### config.mk
export PLATFORM = sky130hd
export DESIGN_NAME = adc_sample_streamer
export DESIGN_NICKNAME = d
export VERILOG_FILES = /design/src/rtl/adc_sample_streamer.sv
export SDC_FILE = /design/constraint.sdc
export NUM_CORES = 1
export LEC_CHECK = 0
export BUFFER_PORTS_ARGS = -buffer_cell sky130_fd_sc_hd__buf_2
export CAP_MARGIN = 20
export CORE_AREA = 5 5 152 154
export CTS_CLUSTER_DIAMETER = 80
export DETAILED_ROUTE_END_ITERATION = 10
export DIE_AREA = 0 0 157 159
export PLACE_DENSITY = 0.69
export SYNTH_ARGS = -nofsm -noshare
export SYNTH_HDL_FRONTEND = slang
export SYNTH_SLANG_ARGS = --single-unit
### constraint.sdc
create_clock -name CLK_50 -period 3.7 [get_ports CLK_50]
set_clock_uncertainty 0.05 [all_clocks]
set_input_delay 0.37 -clock CLK_50 [delete_from_list [all_inputs] [get_ports CLK_50]]
set_output_delay 0.37 -clock CLK_50 [all_outputs]
set_load 0.005 [all_outputs]
### src/rtl/adc_sample_streamer.sv
// ADC window capture into a small FIFO, drained concurrently to a JTAG UART as
// two bytes per sample. Optional macro STREAM_HEADER_EN prepends 0xA5, NSAMP[7:0].
module adc_sample_streamer #(
  parameter int NSAMP = 64,
  parameter int DEPTH = 16
) (
  input  logic        CLK_50,
  input  logic        reset,
  input  logic        start,
  input  logic        adc_valid,
  input  logic [11:0] adc_data,
  output logic        adc_enable,
  output logic        av_address,
  output logic        av_read_n,
  output logic        av_write_n,
  output logic [31:0] av_writedata,
  input  logic [31:0] av_readdata,
  output logic        busy,
  output logic        done,
  output logic        overflow
);

  localparam int DATA_W = 12;
  localparam int AW     = $clog2(DEPTH);
  localparam logic [7:0]  NSAMP_B = 8'(NSAMP);
  localparam logic [AW:0] FULL_C  = (AW+1)'(DEPTH);
`ifdef STREAM_HEADER_EN
  localparam logic HDR_EN = 1'b1;
`else
  localparam logic HDR_EN = 1'b0;
`endif

  typedef enum logic [3:0] {
    IDLE, CAPTURE, POLL, WAIT_SPACE, SEND_HI, GAP_HI, SEND_LO, GAP_LO, FINISH
  } state_t;

  state_t              state;
  logic [DATA_W-1:0]   mem [DEPTH];
  logic [AW-1:0]       wr_ptr;
  logic [AW-1:0]       rd_ptr;
  logic [AW:0]         count;
  logic [7:0]          cap_cnt;
  logic                cap_done;
  logic                hdr_pend;
  logic                arm;
  logic                take;
  logic                full;
  logic                push;
  logic                pop;
  logic [DATA_W-1:0]   head;
  logic [15:0]         wspace;
  logic                unused_rd;

  assign arm       = start && (state == IDLE);
  assign take      = adc_enable && adc_valid;
  assign full      = (count == FULL_C);
  // The header pair shares the byte slots but never owns a FIFO entry.
  assign pop       = (state == SEND_LO) && !hdr_pend;
  assign push      = take && (!full || pop);
  assign head      = mem[rd_ptr];
  assign wspace    = av_readdata[31:16];
  assign unused_rd = ^av_readdata[15:0];

  // capture counter, FIFO bookkeeping and overflow flag
  always_ff @(posedge CLK_50) begin
    if (reset) begin
      wr_ptr     <= '0;
      rd_ptr     <= '0;
      count      <= '0;
      cap_cnt    <= '0;
      cap_done   <= 1'b0;
      adc_enable <= 1'b0;
      overflow   <= 1'b0;
    end else begin
      if (arm) begin
        cap_cnt    <= '0;
        cap_done   <= 1'b0;
        overflow   <= 1'b0;
        adc_enable <= 1'b1;
      end else if (take) begin
        cap_cnt <= cap_cnt + 8'd1;
        if (!push) overflow <= 1'b1;
        if (cap_cnt == NSAMP_B - 8'd1) begin
          adc_enable <= 1'b0;
          cap_done   <= 1'b1;
        end
      end
      if (push) wr_ptr <= wr_ptr + 1'b1;
      if (pop)  rd_ptr <= rd_ptr + 1'b1;
      case ({push, pop})
        2'b10:   count <= count + 1'b1;
        2'b01:   count <= count - 1'b1;
        default: count <= count;
      endcase
    end
  end

  always_ff @(posedge CLK_50) begin
    if (push) mem[wr_ptr] <= adc_data;
  end

  // drain sequencer: poll for space, then hi nibble, gap, lo byte, gap
  always_ff @(posedge CLK_50) begin
    if (reset) begin
      state        <= IDLE;
      hdr_pend     <= 1'b0;
      av_address   <= 1'b0;
      av_read_n    <= 1'b1;
      av_write_n   <= 1'b1;
      av_writedata <= '0;
      busy         <= 1'b0;
      done         <= 1'b0;
    end else begin
      av_read_n  <= 1'b1;
      av_write_n <= 1'b1;
      done       <= 1'b0;
      case (state)
        IDLE: begin
          if (start) begin
            state    <= CAPTURE;
            busy     <= 1'b1;
            hdr_pend <= HDR_EN;
          end
        end
        CAPTURE: begin
          if (hdr_pend || (count != '0)) begin
            state      <= POLL;
            av_read_n  <= 1'b0;
            av_address <= 1'b1;
          end else if (cap_done) begin
            state <= FINISH;
            done  <= 1'b1;
          end
        end
        POLL: state <= WAIT_SPACE;
        WAIT_SPACE: begin
          // Both bytes of a pair must fit, so a single free slot is not enough.
          if (wspace >= 16'd2) begin
            state        <= SEND_HI;
            av_write_n   <= 1'b0;
            av_address   <= 1'b0;
            av_writedata <= hdr_pend ? 32'h0000_00A5 : {28'd0, head[11:8]};
          end else begin
            state      <= POLL;
            av_read_n  <= 1'b0;
            av_address <= 1'b1;
          end
        end
        SEND_HI: state <= GAP_HI;
        GAP_HI: begin
          state        <= SEND_LO;
          av_write_n   <= 1'b0;
          av_writedata <= hdr_pend ? {24'd0, NSAMP_B} : {24'd0, head[7:0]};
        end
        SEND_LO: begin
          state    <= GAP_LO;
          hdr_pend <= 1'b0;
        end
        GAP_LO: state <= CAPTURE;
        FINISH: begin
          state <= IDLE;
          busy  <= 1'b0;
        end
        default: state <= IDLE;
      endcase
    end
  end

endmodule

# Word level (Yosys, flattened, before mapping)

Memories as Yosys holds them, arrays and structs flattened. A register that Yosys moved wholly into a read port is not among the register bits.
Index checks and enable logic that the tools add are counted.

Add/sub/neg operators: 5
Order comparisons: 1
Equality and inequality tests: 16
Muxes and demuxes: 29
Bitwise gates (word level): 2
Reduce and logical (&&, ||, !) cells: 27

Operator list:

| kind                                                 | number |
|---|---|
| one-hot mux 32 bit (2 select lines)                  | 1 |
| 2-to-1 mux 32 bit                                    | 1 |
| one-hot mux 4 bit (8 select lines)                   | 1 |
| 2-to-1 mux 4 bit                                     | 5 |
| == test 4 x 3 -> 1 bit, second input constant        | 4 |
| >= comparator 16 x 2 -> 1 bit, second input constant | 1 |
| 2-to-1 mux 8 bit                                     | 2 |
| AND reduction 2 bit                                  | 8 |
| nonzero test 2 bit                                   | 7 |
| 2-to-1 mux 1 bit                                     | 12 |
| one-hot mux 1 bit (2 select lines)                   | 5 |
| one-hot mux 5 bit (2 select lines)                   | 1 |
| adder 4 x 1 -> 4 bit, second input constant          | 2 |
| adder 8 x 1 -> 8 bit, second input constant          | 1 |
| == test 4 x 2 -> 1 bit, second input constant        | 2 |
| == test 8 x 6 -> 1 bit, second input constant        | 1 |
| inequality test 2 bit, second input constant         | 3 |
| adder 5 x 1 -> 5 bit, second input constant          | 1 |
| == test 5 bit, second input constant                 | 1 |
| nonzero test 5 bit                                   | 1 |
| subtractor 5 x 1 -> 5 bit, second input constant     | 1 |
| == test 4 x 1 -> 1 bit, second input constant        | 1 |
| == test 4 bit, second input constant                 | 1 |
| logical AND 1 bit                                    | 4 |
| 10 further kinds                                     | 13 |

Register bits: 66
Bits in writable memories: 192
Output and inout bits: 39
Memories: 1

Memory list:

| memory | words | width | read ports | clocked after memory_dff | write ports | line | text |
|---|---|---|---|---|---|---|---|
| mem    | 16    | 12    | 1          | 1                        | 1           | 38   | `logic [DATA_W-1:0] mem [DEPTH];` |

# Longest topological paths before layout

Depth in word-level cells: 6
Gate-level depth with buffers: 12
Mapped depth without buffers: 11

# Worst setup path before layout

OpenSTA, ideal clock, no wires.

Path type: register to register
From: register count[0]
To: register count[4]
Arrival time: 2604 ps
Data required time: 3579 ps
Slack: 975 ps
Cell stages (with the launch flop): 12
Buffers on the path: 0
Period minus slack after synthesis: 2725 ps
Cell sequence: dfxtp_1 > nor4_1 > a31oi_2 > inv_1 > ha_1 > inv_1 > fa_1 > nor2b_1 > o21ai_0 > and3_1 > or4_1 > a21oi_1

Longest elaborated chain between the ends: 6
Elaborated cells between the ends (all ways): 10

Ends and longest elaborated chain:

| what                                                                            | line | text |
|---|---|---|
| from (decl)                                                                     | 41   | `logic [AW:0] count;` |
| from (signal assigned)                                                          | 91   | `2'b10: count <= count + 1'b1;` |
| from (signal assigned)                                                          | 92   | `2'b01: count <= count - 1'b1;` |
| from (signal assigned)                                                          | 93   | `default: count <= count;` |
| == test 5 bit                                                                   | 56   | `assign full = (count == FULL_C);` |
| zero test 1 bit                                                                 | 59   | `assign push = take && (!full \|\| pop);` |
| logical OR 1 bit                                                                | 59   |  |
| logical AND 1 bit                                                               | 59   |  |
| == test 2 x 1 -> 1 bit / == test 2 bit (equally long branches)                  | 90   | `case ({push, pop})` |
| one-hot mux 5 bit (2 select lines) / nonzero test 2 bit (equally long branches) | --   |  |

Several ways; a longest one is shown, not always the timed one.
A chain may end at the register's enable or synchronous reset.

# Final worst setup path

From: register state[1]
To: register count[4]

Longest elaborated chain between the ends: 6
Elaborated cells between the ends (all ways): 8

Ends and longest elaborated chain:

| what                                                                            | line | text |
|---|---|---|
| from (decl)                                                                     | 37   | `state_t state;` |
| from (signal assigned)                                                          | 105  | `state <= IDLE;` |
| from (signal assigned)                                                          | 120  | `state <= CAPTURE;` |
| from (signal assigned)                                                          | 127  | `state <= POLL;` |
| == test 4 x 3 -> 1 bit *                                                        | 58   | `assign pop = (state == SEND_LO) && !hdr_pend;` |
| logical AND 1 bit *                                                             | 58   |  |
| logical OR 1 bit                                                                | 59   |  |
| logical AND 1 bit                                                               | 59   |  |
| == test 2 x 1 -> 1 bit / == test 2 bit (equally long branches)                  | 90   |  |
| one-hot mux 5 bit (2 select lines) / nonzero test 2 bit (equally long branches) | --   |  |

Every way passes the cells marked *; elsewhere a longest branch is shown, timed or not.

==> flow_summary.ini <==
[cells_and_area]
num-nets-final = 688
antenna_cells = 0
fill_cells = 1720
final_layout_size_suffix_gt1_share_pct = 24.6
fin_area_sq_um = 10900
final_common_cell = edfxtp_1
final_cell_mix = edfxtp_1, nor2_1, buf_2
area_growth_pct = 13.9

[sta]
rsz0062_at_grt = false
fin_crit_ns = 3.17
fmax_mhz = 316
slew_headroom_pct = 35.7
fin_crit_sh_pct = 85.6
finalSetupTns_ns = 0
worst_slew_pin_slew_ns = 0.963
maxSlewViolCount = 0
setup_viol = 0
hold_ws_ns = 0.157
final_hold_viol_count = 0

[flow_run]
maxCapViolCount = 0

[route]
vias = 5077
drtIter0Drc = 420
avgViaCountPerCell = 5.48
wire_per_inst_um = 21.6
drc = 0
dr.pass1.iters = 5
ant_nets = 0
drt-total-wl_um = 20100

[logic_synthesis]
synth_cell_type_count = 51
ys_warn_count = 0
synth_xor_area_share_pct = 1.37
avgSynthCellArea_sq_um = 17.2
ys_seq_area_share_pct = 69.5
synth_edf_count = 192
muxShareOfSynthArea_pct = 14.7
async_flop_share_pct = 0
ys_ff_latch = 237
synth_compound_area_share_pct = 2.53
syn_area_sq_um = 9590
synth_ff_type = edfxtp_1
synth_top_family_by_area = multiplexers
synthCells = 559
synthAdderAreaFrac_pct = 1.51
synth-simple-area-share_pct = 6.45

[global_routing]
grt_use_total_pct = 16.1
grt_max_degree = 41
grt_pass1_wl_um = 30700
gr-total-overflow = 0
grt_antenna_before_repair = 0
grt_pass1_vias = 5328

[place]
dp_hpwl_um = 12800
io_buffers = 45
placed_area_sq_um = 10200
gp_congestion = 0.815

[worst_setup_path]
worst_setup_path_end_kind = flip-flop
cp.required_ns = 4.08
crit_path_max_incr_delay_ns = 0.59
crit_family = simple AND/OR/NAND/NOR gates
cp_cell_sequence = nand4bb_1 > buf_4 > a31oi_2 > buf_4 > inv_1 > ha_1 > ha_1 > nor2b_1 > o21ai_0 > a21oi_1 > or4_1 > a21oi_1
crit_fanout = 14
critical_path_buf_inv_count = 3
worstPathArrival_ns = 3.55
cp_slowest_cell = dfxtp_1
cp-start-kind = flip-flop
critPathKind = flip-flop to flip-flop

[hold_path]
hp-class = input port to flip-flop

[pwr]
finalPower_mw = 5.33
p_int_mw = 4.27
powerDensity_nw_per_um2 = 488
swShare_pct = 19.9
p_leak_nw = 3.65
combPwrFrac_pct = 2.4
p_clk_share_pct = 43.1
vdd.ir_drop.worst_uv = 265
power.switching_mw = 1.06
pwr-share-seq_pct = 54.5

[clock_tree]
cts_setup_buffers = 0
post_cts_resized = 0
cts_hold_buf = 0
clkSinkCount = 237
cts_buffer_depth = 3
cts_buffers = 25
clk_pin_slew_ns = 0.06
cts_tree = yes
clkLatencyLatePin_ns = 0.51
cts-root-buf = clkbuf_16
cts-htree-levels = 1

[die]
rows = 54
ioPinCount = 87
core_area_sq_um = 21600
chipWidth_um = 157
die-area_sq_um = 25000
die_h_um = 159
initial_utilization_pct = 44.5

[status]
status = finished clean
per-stage QoR:
stage               instances  util [%]  setup WS [ns]
floorplan                 582         -          0.975
global placement          882      47.2          0.691
detailed placement        882      47.2          0.566
CTS                       927      50.7          0.560
global route              927      50.7          0.295
finish                    927      50.7          0.532
cells in the mapped netlist (3+ instances only):
cell / n / area [sq um]
a21oi_1: 19 / 95.1
nand3_1: 9 / 45.0
mux2i_1: 11 / 110
nor2_1: 46 / 173
mux2_2: 3 / 33.8
inv_1: 9 / 33.8
mux4_1: 14 / 368
nand4_1: 5 / 31.3
xor2_1: 12 / 105
and3_1: 3 / 18.8
nand2_1: 25 / 93.8
clkbuf_1: 15 / 56.3
nand2b_1: 3 / 18.8
edfxtp_1: 192 / 5770
mux4_2: 40 / 901
ha_1: 10 / 125
dfxtp_1: 45 / 901
buf_4: 26 / 195
xnor2_1: 3 / 26.3
nor4_1: 8 / 50.1
nor3_1: 12 / 60.1
buf_2: 5 / 25.0
or4_1: 3 / 22.5
nor2b_1: 3 / 18.8
worst reg2reg max path, cell delays in order, from the launching register on:
cell and delay [ns]:
dfxtp_1 0.59, nand4bb_1 0.16, buf_4 0.18, a31oi_2 0.16
buf_4 0.18, inv_1 0.05, ha_1 0.25, ha_1 0.33
nor2b_1 0.16, o21ai_0 0.22, a21oi_1 0.13, or4_1 0.47
a21oi_1 0.15
power groups by stage:
stage | Sequential (mW) | Clock, mW | Combinational (mW)
after floorplan | 2.96 | 0 | 0.0825
after detailed placement | 2.96 | 0 | 0.128
after global placement | 2.96 | 0 | 0.120
after CTS | 2.90 | 2.35 | 0.128
final | 2.90 | 2.30 | 0.129
after global routing | 2.90 | 2.48 | 0.143
state kept, by name, indices dropped and copies added, names as in the netlist, named ones only:
signal and cells:
adc_enable 1, av_address 1, av_read_n 1, av_write_n 1, av_writedata 8, busy 1, cap_cnt 8, cap_done 1
count 5, done 1, mem 192, overflow 1, rd_ptr 4, state 4, wr_ptr 4
logic make-up after synthesis:
logic type,count (synthesis)
adders and majority gates,11
xor gates and xnor gates,15
and+or+nand+nor,128
other,1
buffers and inverters,61
muxes,68
DFF,237
AOI/OAI and AO/OA,38
final timing paths:
check             startpoint              end  slack, ns  depth (start not counted)
max                 state[1]         count[4]       0.53                         12
min                adc_valid       cap_cnt[1]       0.16                          4
max reg2reg         state[1]         count[4]       0.53                         12
min reg2reg  av_writedata[6]  av_writedata[6]       0.42                          2
layer usage:
layer  vias up  global-route usage (%)  wire length (um)
li1       2274                       -                 -
met1      2573                    21.3              8010
met2       195                    27.6              9990
met3        35                    3.07              1630
met4         0                    4.06               431
met5         -                       0                 0
area by class of cell:
type	count	area (sq um)	area share (%)
multi-input combinational	284	2670	24.4
tap	280	350	3.21
timing repair buffer	72	453	4.15
clock buffer	33	666	6.09
inverter	9	33.8	0.309
clock inverter	12	86.3	0.790
sequential	237	6670	61.0
Power figures use the tool's default switching activity.
